$ cat src/rtl/periph_bus_ctrl_pkg.sv
// Shared constants for the peripheral bus controller: register offsets,
// TCON bit positions and display reset patterns.
package periph_bus_ctrl_pkg;

    localparam logic [31:0] OFF_TH      = 32'h00;
    localparam logic [31:0] OFF_TL      = 32'h04;
    localparam logic [31:0] OFF_TCON    = 32'h08;
    localparam logic [31:0] OFF_LED     = 32'h0C;
    localparam logic [31:0] OFF_DIGITS  = 32'h10;
    localparam logic [31:0] OFF_SYSTICK = 32'h14;
    localparam logic [31:0] WIN_SIZE    = 32'h20;

    localparam int TCON_EN = 0;
    localparam int TCON_IE = 1;
    localparam int TCON_IS = 2;

    localparam logic [3:0] AN_RST  = 4'b1110;
    localparam logic [7:0] SEG_RST = 8'hC0;

    typedef enum logic [2:0] {
        REG_TH, REG_TL, REG_TCON, REG_LED, REG_DIGITS, REG_SYSTICK, REG_NONE
    } reg_sel_e;

endpackage

$ cat src/rtl/periph_bus_ctrl_hex.sv
// Hex nibble to active-low 7-segment pattern, bit order gfedcba.
module hex_to_seg (
    input  logic [3:0] nib,
    output logic [6:0] seg
);

    always_comb begin
        seg = 7'h7F;
        case (nib)
            4'h0: seg = 7'h40;
            4'h1: seg = 7'h79;
            4'h2: seg = 7'h24;
            4'h3: seg = 7'h30;
            4'h4: seg = 7'h19;
            4'h5: seg = 7'h12;
            4'h6: seg = 7'h02;
            4'h7: seg = 7'h78;
            4'h8: seg = 7'h00;
            4'h9: seg = 7'h10;
            4'hA: seg = 7'h08;
            4'hB: seg = 7'h03;
            4'hC: seg = 7'h46;
            4'hD: seg = 7'h21;
            4'hE: seg = 7'h06;
            4'hF: seg = 7'h0E;
            default: seg = 7'h7F;
        endcase
    end

endmodule

$ cat src/rtl/periph_bus_ctrl.sv
// Memory-mapped peripheral block: reloadable timer with irq, LEDs, SysTick
// and a 4-digit multiplexed 7-segment display.
module periph_bus_ctrl
    import periph_bus_ctrl_pkg::*;
#(
    parameter int          SCAN_DIV  = 50000,
    parameter logic [31:0] BASE_ADDR = 32'h40000000
) (
    input  logic        clk,
    input  logic        reset_n,
    input  logic        mem_read,
    input  logic        mem_write,
    input  logic [31:0] addr,
    input  logic [31:0] wdata,
    output logic [31:0] rdata,
    output logic        dev_sel,
    output logic        irq,
    output logic [7:0]  led,
    output logic [3:0]  an,
    output logic [7:0]  seg
);

    localparam int PW = (SCAN_DIV > 2) ? $clog2(SCAN_DIV) : 1;
    localparam logic [PW-1:0] PRE_LAST = PW'(SCAN_DIV - 1);

    logic [31:0] th, tl, systick;
    logic [2:0]  tcon;
    logic [15:0] digits;
    logic [PW-1:0] pre;
    logic [1:0]  idx;
    logic [31:0] offset;
    reg_sel_e    sel;
    logic        we, tl_ovf;
    logic [3:0]  nib;
    logic [6:0]  seg7;

    // Offset compare is equivalent to full-address equality against BASE+OFF.
    assign offset  = addr - BASE_ADDR;
    assign dev_sel = (offset < WIN_SIZE);
    assign we      = mem_write && dev_sel;
    assign tl_ovf  = (tl == 32'hFFFF_FFFF);
    assign irq     = tcon[TCON_IS];

    always_comb begin
        sel = REG_NONE;
        if (dev_sel) begin
            case (offset)
                OFF_TH:      sel = REG_TH;
                OFF_TL:      sel = REG_TL;
                OFF_TCON:    sel = REG_TCON;
                OFF_LED:     sel = REG_LED;
                OFF_DIGITS:  sel = REG_DIGITS;
                OFF_SYSTICK: sel = REG_SYSTICK;
                default:     sel = REG_NONE;
            endcase
        end
    end

    always_comb begin
        rdata = 32'h0;
        if (mem_read && dev_sel) begin
            case (sel)
                REG_TH:      rdata = th;
                REG_TL:      rdata = tl;
                REG_TCON:    rdata = {29'h0, tcon};
                REG_LED:     rdata = {24'h0, led};
                REG_DIGITS:  rdata = {16'h0, digits};
                REG_SYSTICK: rdata = systick;
                default:     rdata = 32'h0;
            endcase
        end
    end

    assign nib = digits[{idx, 2'b00} +: 4];

    hex_to_seg u_hex (
        .nib (nib),
        .seg (seg7)
    );

    always_ff @(posedge clk or negedge reset_n) begin
        if (!reset_n) begin
            th      <= '0;
            tl      <= '0;
            tcon    <= '0;
            led     <= '0;
            digits  <= '0;
            systick <= '0;
            pre     <= '0;
            idx     <= '0;
            an      <= AN_RST;
            seg     <= SEG_RST;
        end else begin
            systick <= systick + 32'd1;

            if (we && sel == REG_TH)     th     <= wdata;
            if (we && sel == REG_LED)    led    <= wdata[7:0];
            if (we && sel == REG_DIGITS) digits <= wdata[15:0];

            // A CPU write to TL/TCON overrides the count/reload for that register;
            // reload always takes the pre-edge TH.
            if (we && sel == REG_TL)
                tl <= wdata;
            else if (tcon[TCON_EN])
                tl <= tl_ovf ? th : tl + 32'd1;

            if (we && sel == REG_TCON)
                tcon <= wdata[2:0];
            else if (tcon[TCON_EN] && tl_ovf)
                tcon[TCON_IS] <= tcon[TCON_IS] | tcon[TCON_IE];

            if (pre == PRE_LAST) begin
                pre <= '0;
                idx <= idx + 2'd1;
            end else begin
                pre <= pre + 1'b1;
            end

            an  <= ~(4'b0001 << idx);
            seg <= {1'b1, seg7};
        end
    end

endmodule

$ cat config.mk
export PLATFORM = sky130hd
export DESIGN_NAME = periph_bus_ctrl
export DESIGN_NICKNAME = d
export VERILOG_FILES = /design/src/rtl/periph_bus_ctrl_pkg.sv /design/src/rtl/periph_bus_ctrl_hex.sv /design/src/rtl/periph_bus_ctrl.sv
export SDC_FILE = /design/constraint.sdc
export NUM_CORES = 1
export LEC_CHECK = 0
export BUFFER_PORTS_ARGS = -buffer_cell sky130_fd_sc_hd__buf_4
export CORE_ASPECT_RATIO = 1.2
export CORE_MARGIN = 2
export CORE_UTILIZATION = 52
export DETAILED_ROUTE_END_ITERATION = 8
export PLACE_DENSITY = 0.87
export SETUP_SLACK_MARGIN = 0.02
export SYNTH_ARGS = -nofsm -noshare
export SYNTH_HDL_FRONTEND = slang
export SYNTH_SLANG_ARGS = --single-unit
$ cat constraint.sdc
create_clock -name clk -period 2.1 [get_ports clk]
set_input_delay 0.105 -clock clk [delete_from_list [all_inputs] [get_ports clk]]
set_output_delay 0.105 -clock clk [all_outputs]
set_load 0.005 [all_outputs]
==> metrics.md <==
| Metric | Value |
|---|---|
| Status | `completed` |
| Slew headroom | `0.657` |
| Drt first pass iters | `6` |
| Std-Cell Rows | `50` |
| Hold Crit Class | `primary input to flop` |
| Worst skew pair latency | `0.43 ns` |
| WP data arrival | `1.93 ns` |
| Root buf cell | `clkbuf_16` |
| Seq cells post-synth | `152` |
| Async set or reset register ratio after synthesis | `1.00` |
| DIE AREA | `0.0171 mm2` |
| Ys flop type | `dfrtp_1` |
| Reg clk slew, reported paths | `0.06 ns` |
| Drt drc | `0` |
| Pwr Density | `562 mW/mm2` |
| Number of synthesized flops with an enable pin | `0` |
| CTS sink count | `between 150 and 200` |
| Final Setup Violations | `0` |
| Syn Area/Cell | `10.3 um2` |
| RSZ-0062 raised after global routing | `true` |
| IO Port Bufs | `120` |
| Fin crit share | `0.967` |
| Routed Antenna Nets | `0` |
| Net Switching | `1.47 mW` |
| Chip Height | `143 um` |
| First-pass GRT wire length | `roughly 41000 um` |
| Final Util | `0.718` |
| Static Leak | `approximately 5.2 nW` |
| Gate power share | `0.048` |
| Pint | `4.84 mW` |
| Io pins | `122` |
| Number of buffers created by CTS | `17` |
| Cells after Synth | `813` |
| R2R depth | `8` |
| Critical Path RT | `around 2.0 ns` |
| Pins Over Slew Limit | `0` |
| Wirelength per Cell | `20.3 um` |
| Final Wtd Congestion | `0.991` |
| Switch share | `0.233` |
| Final Hold Fails | `0` |
| Crit end category | `output pin` |
| Commonest non-fill, non-tap cell in the layout | `buf_4` |
| Fin Hold WS | `0.127 ns` |
| Die width | `120 um` |
| Via count | `between 7000 and 8000` |
| Sequential power share | `0.464` |
| Worst-margin pin slew | `0.515 ns` |
| Max cap viols | `0` |
| Post-DP HPWL | `17800 um` |
| Initial antenna violation count | `0` |
| Unique masters post-synth | `63` |
| Layout area overhead | `34.3%` |
| Syn nets | `894` |
| Largest net degree at the start of global routing | `between 50 and 60` |
| CTS H-tree lvls | `4` |
| CTS tree | `done` |
| Clock Power Share | `0.488` |
| # diodes | `0` |
| DRT Wirelength | `25700 um` |
| Cells on Worst Hold Path | `3` |
| Vias/cell | `slightly above 6` |
| Critical path startpoint category | `primary input` |
| Post-Syn Area | `approximately 0.0084 mm2` |
| Most frequent cells in the layout | `201 x buf_4, 147 x dfrtp_1, 72 x nand2_1` |
| Sequential share of the synthesized area | `0.456` |
| CTS Buffer Depth | `2` |
| Clock Skews | `0.00784 ns` |
| GRT overflow | `0` |
| Post-layout min period | `about 2.0 ns` |
| Share of layout cells above drive strength 1 | `0.332` |
| GRT Total Usage | `0.306` |
| Maximum fanout along the worst path | `8` |
| CP Class | `primary input to output pin` |
| FMAX | `492 MHz` |
| Number of global-route vias before repair | `slightly above 8000` |
| Synth Warn # | `0` |
| Starting Density | `0.535` |
| Core box area | `0.0156 mm2` |
| Nets | `1122` |
| Peak supply drop | `0.543 mV` |
| Iter 0 DRT Violations | `837` |
==> worst max-delay path, stage by stage <==
cell and delay (ns):
buf_4 0.12, nor4_4 0.32, nand4_2 0.20, nor3_4 0.25, nand2_2 0.13, nor4_4 0.24, buf_4 0.17, buf_12 0.14
o2bb2ai_1 0.13, buf_4 0.13
==> power by group through the flow <==
stage | clock [mW] | combinational, mW | sequential (mW)
6_report | 3.08 | 0.304 | 2.93
5_1_grt | 3.23 | 0.327 | 2.93
4_1_cts | 3.09 | 0.292 | 2.93
3_5_place_dp | 0 | 0.236 | 2.98
3_3_place_gp | 0 | 0.232 | 2.98
2_1_floorplan | 0 | 0.0305 | 2.98
==> per-layer routing <==
metal,vias to the layer above,global-route usage,wire length [um]
li1,3449,-,-
met1,3796,0.337,9640
met2,433,0.529,12900
met3,132,0.0779,1830
met4,0,0.189,1330
met5,-,0,0
==> synthesized netlist by cell type (all sizes together), types with 9 or more instances <==
master,number,area (um2)
a21oi,22,110
xor2,20,175
clkbuf,26,97.6
o21ai,29,145
a22o,19,166
nor4,11,148
xnor2,35,307
mux2i,29,290
mux2,61,687
nand3,34,170
nor3,26,156
nand2,75,284
o22ai,9,56.3
a31oi,19,119
nand4,22,144
and3,20,125
nor2,70,268
dfrtp,148,3700
o2bb2ai,16,140
ha,13,163
inv,17,63.8
==> cell families after synthesis <==
| kind of cell | share of synthesized area |
|---|---|
| muxes | 0.128 |
| adders and majority gates | 0.0195 |
| DFF | 0.456 |
| and+or+nand+nor | 0.184 |
| other | 0.000449 |
| buffers and inverters | 0.0253 |
| xor gates and xnor gates | 0.0576 |
| AOI/OAI and AO/OA | 0.130 |
==> final cells by class <==
cell class | instances | area, um2
multi-input cells | 610 | 4500
fillers | 1062 | 4410
flip-flops and latches | 152 | 3810
repair buffers | 243 | 2000
clock buffers | 20 | 467
well taps | 208 | 260
clock inverters | 12 | 130
inverters | 17 | 63.8
==> metrics by stage <==
stage | setup TNS (ns) | cell area, um2 | total power [mW] | std cells | setup WS [ns]
global placement | 0 | 10100 | 3.21 | 1190 | 0.0180
detailed placement | -0.0241 | 10100 | 3.22 | 1190 | -0.0118
CTS | 0 | 11100 | 6.31 | 1260 | 0.0280
floorplan | 0 | 8360 | 3.01 | 813 | 0.0923
finish | 0 | 11200 | 6.31 | 1262 | 0.0685
global route | -0.0860 | 11200 | 6.49 | 1262 | -0.0552
==> state kept, by name, indices dropped and copies added, names as in the netlist <==
name     cells
an           4
tcon         3
seg          7
led          8
systick     32
idx          2
pre         16
th          32
tl          32
digits      16
==> path summary, 6_finish.rpt <==
| check | startpoint | end | slack, ns |
|---|---|---|---|
| min in group asynchronous | reset_n | seg[5] | 0.19 |
| min | mem_write | tcon[2] | 0.13 |
| max reg2reg | tl[11] | tl[27] | 0.10 |
| max in group asynchronous | reset_n | an[1] | 1.20 |
| min reg2reg | pre[0] | pre[0] | 0.46 |
| max | addr[27] | rdata[29] | 0.07 |
==> repair_timing <==
| item | CTS | global route |
|---|---|---|
| gates resized for setup | 5 | 25 |
| hold buffers | 33 | 0 |
| setup endpoints to repair | 12 | 54 |
| hold endpoints to repair | 137 | 0 |
| buffers inserted | 4 | 3 |
| cloned | 1 | 0 |
| pin swaps | 6 | 11 |
No activity file was read; power rests on OpenSTA's default activity.
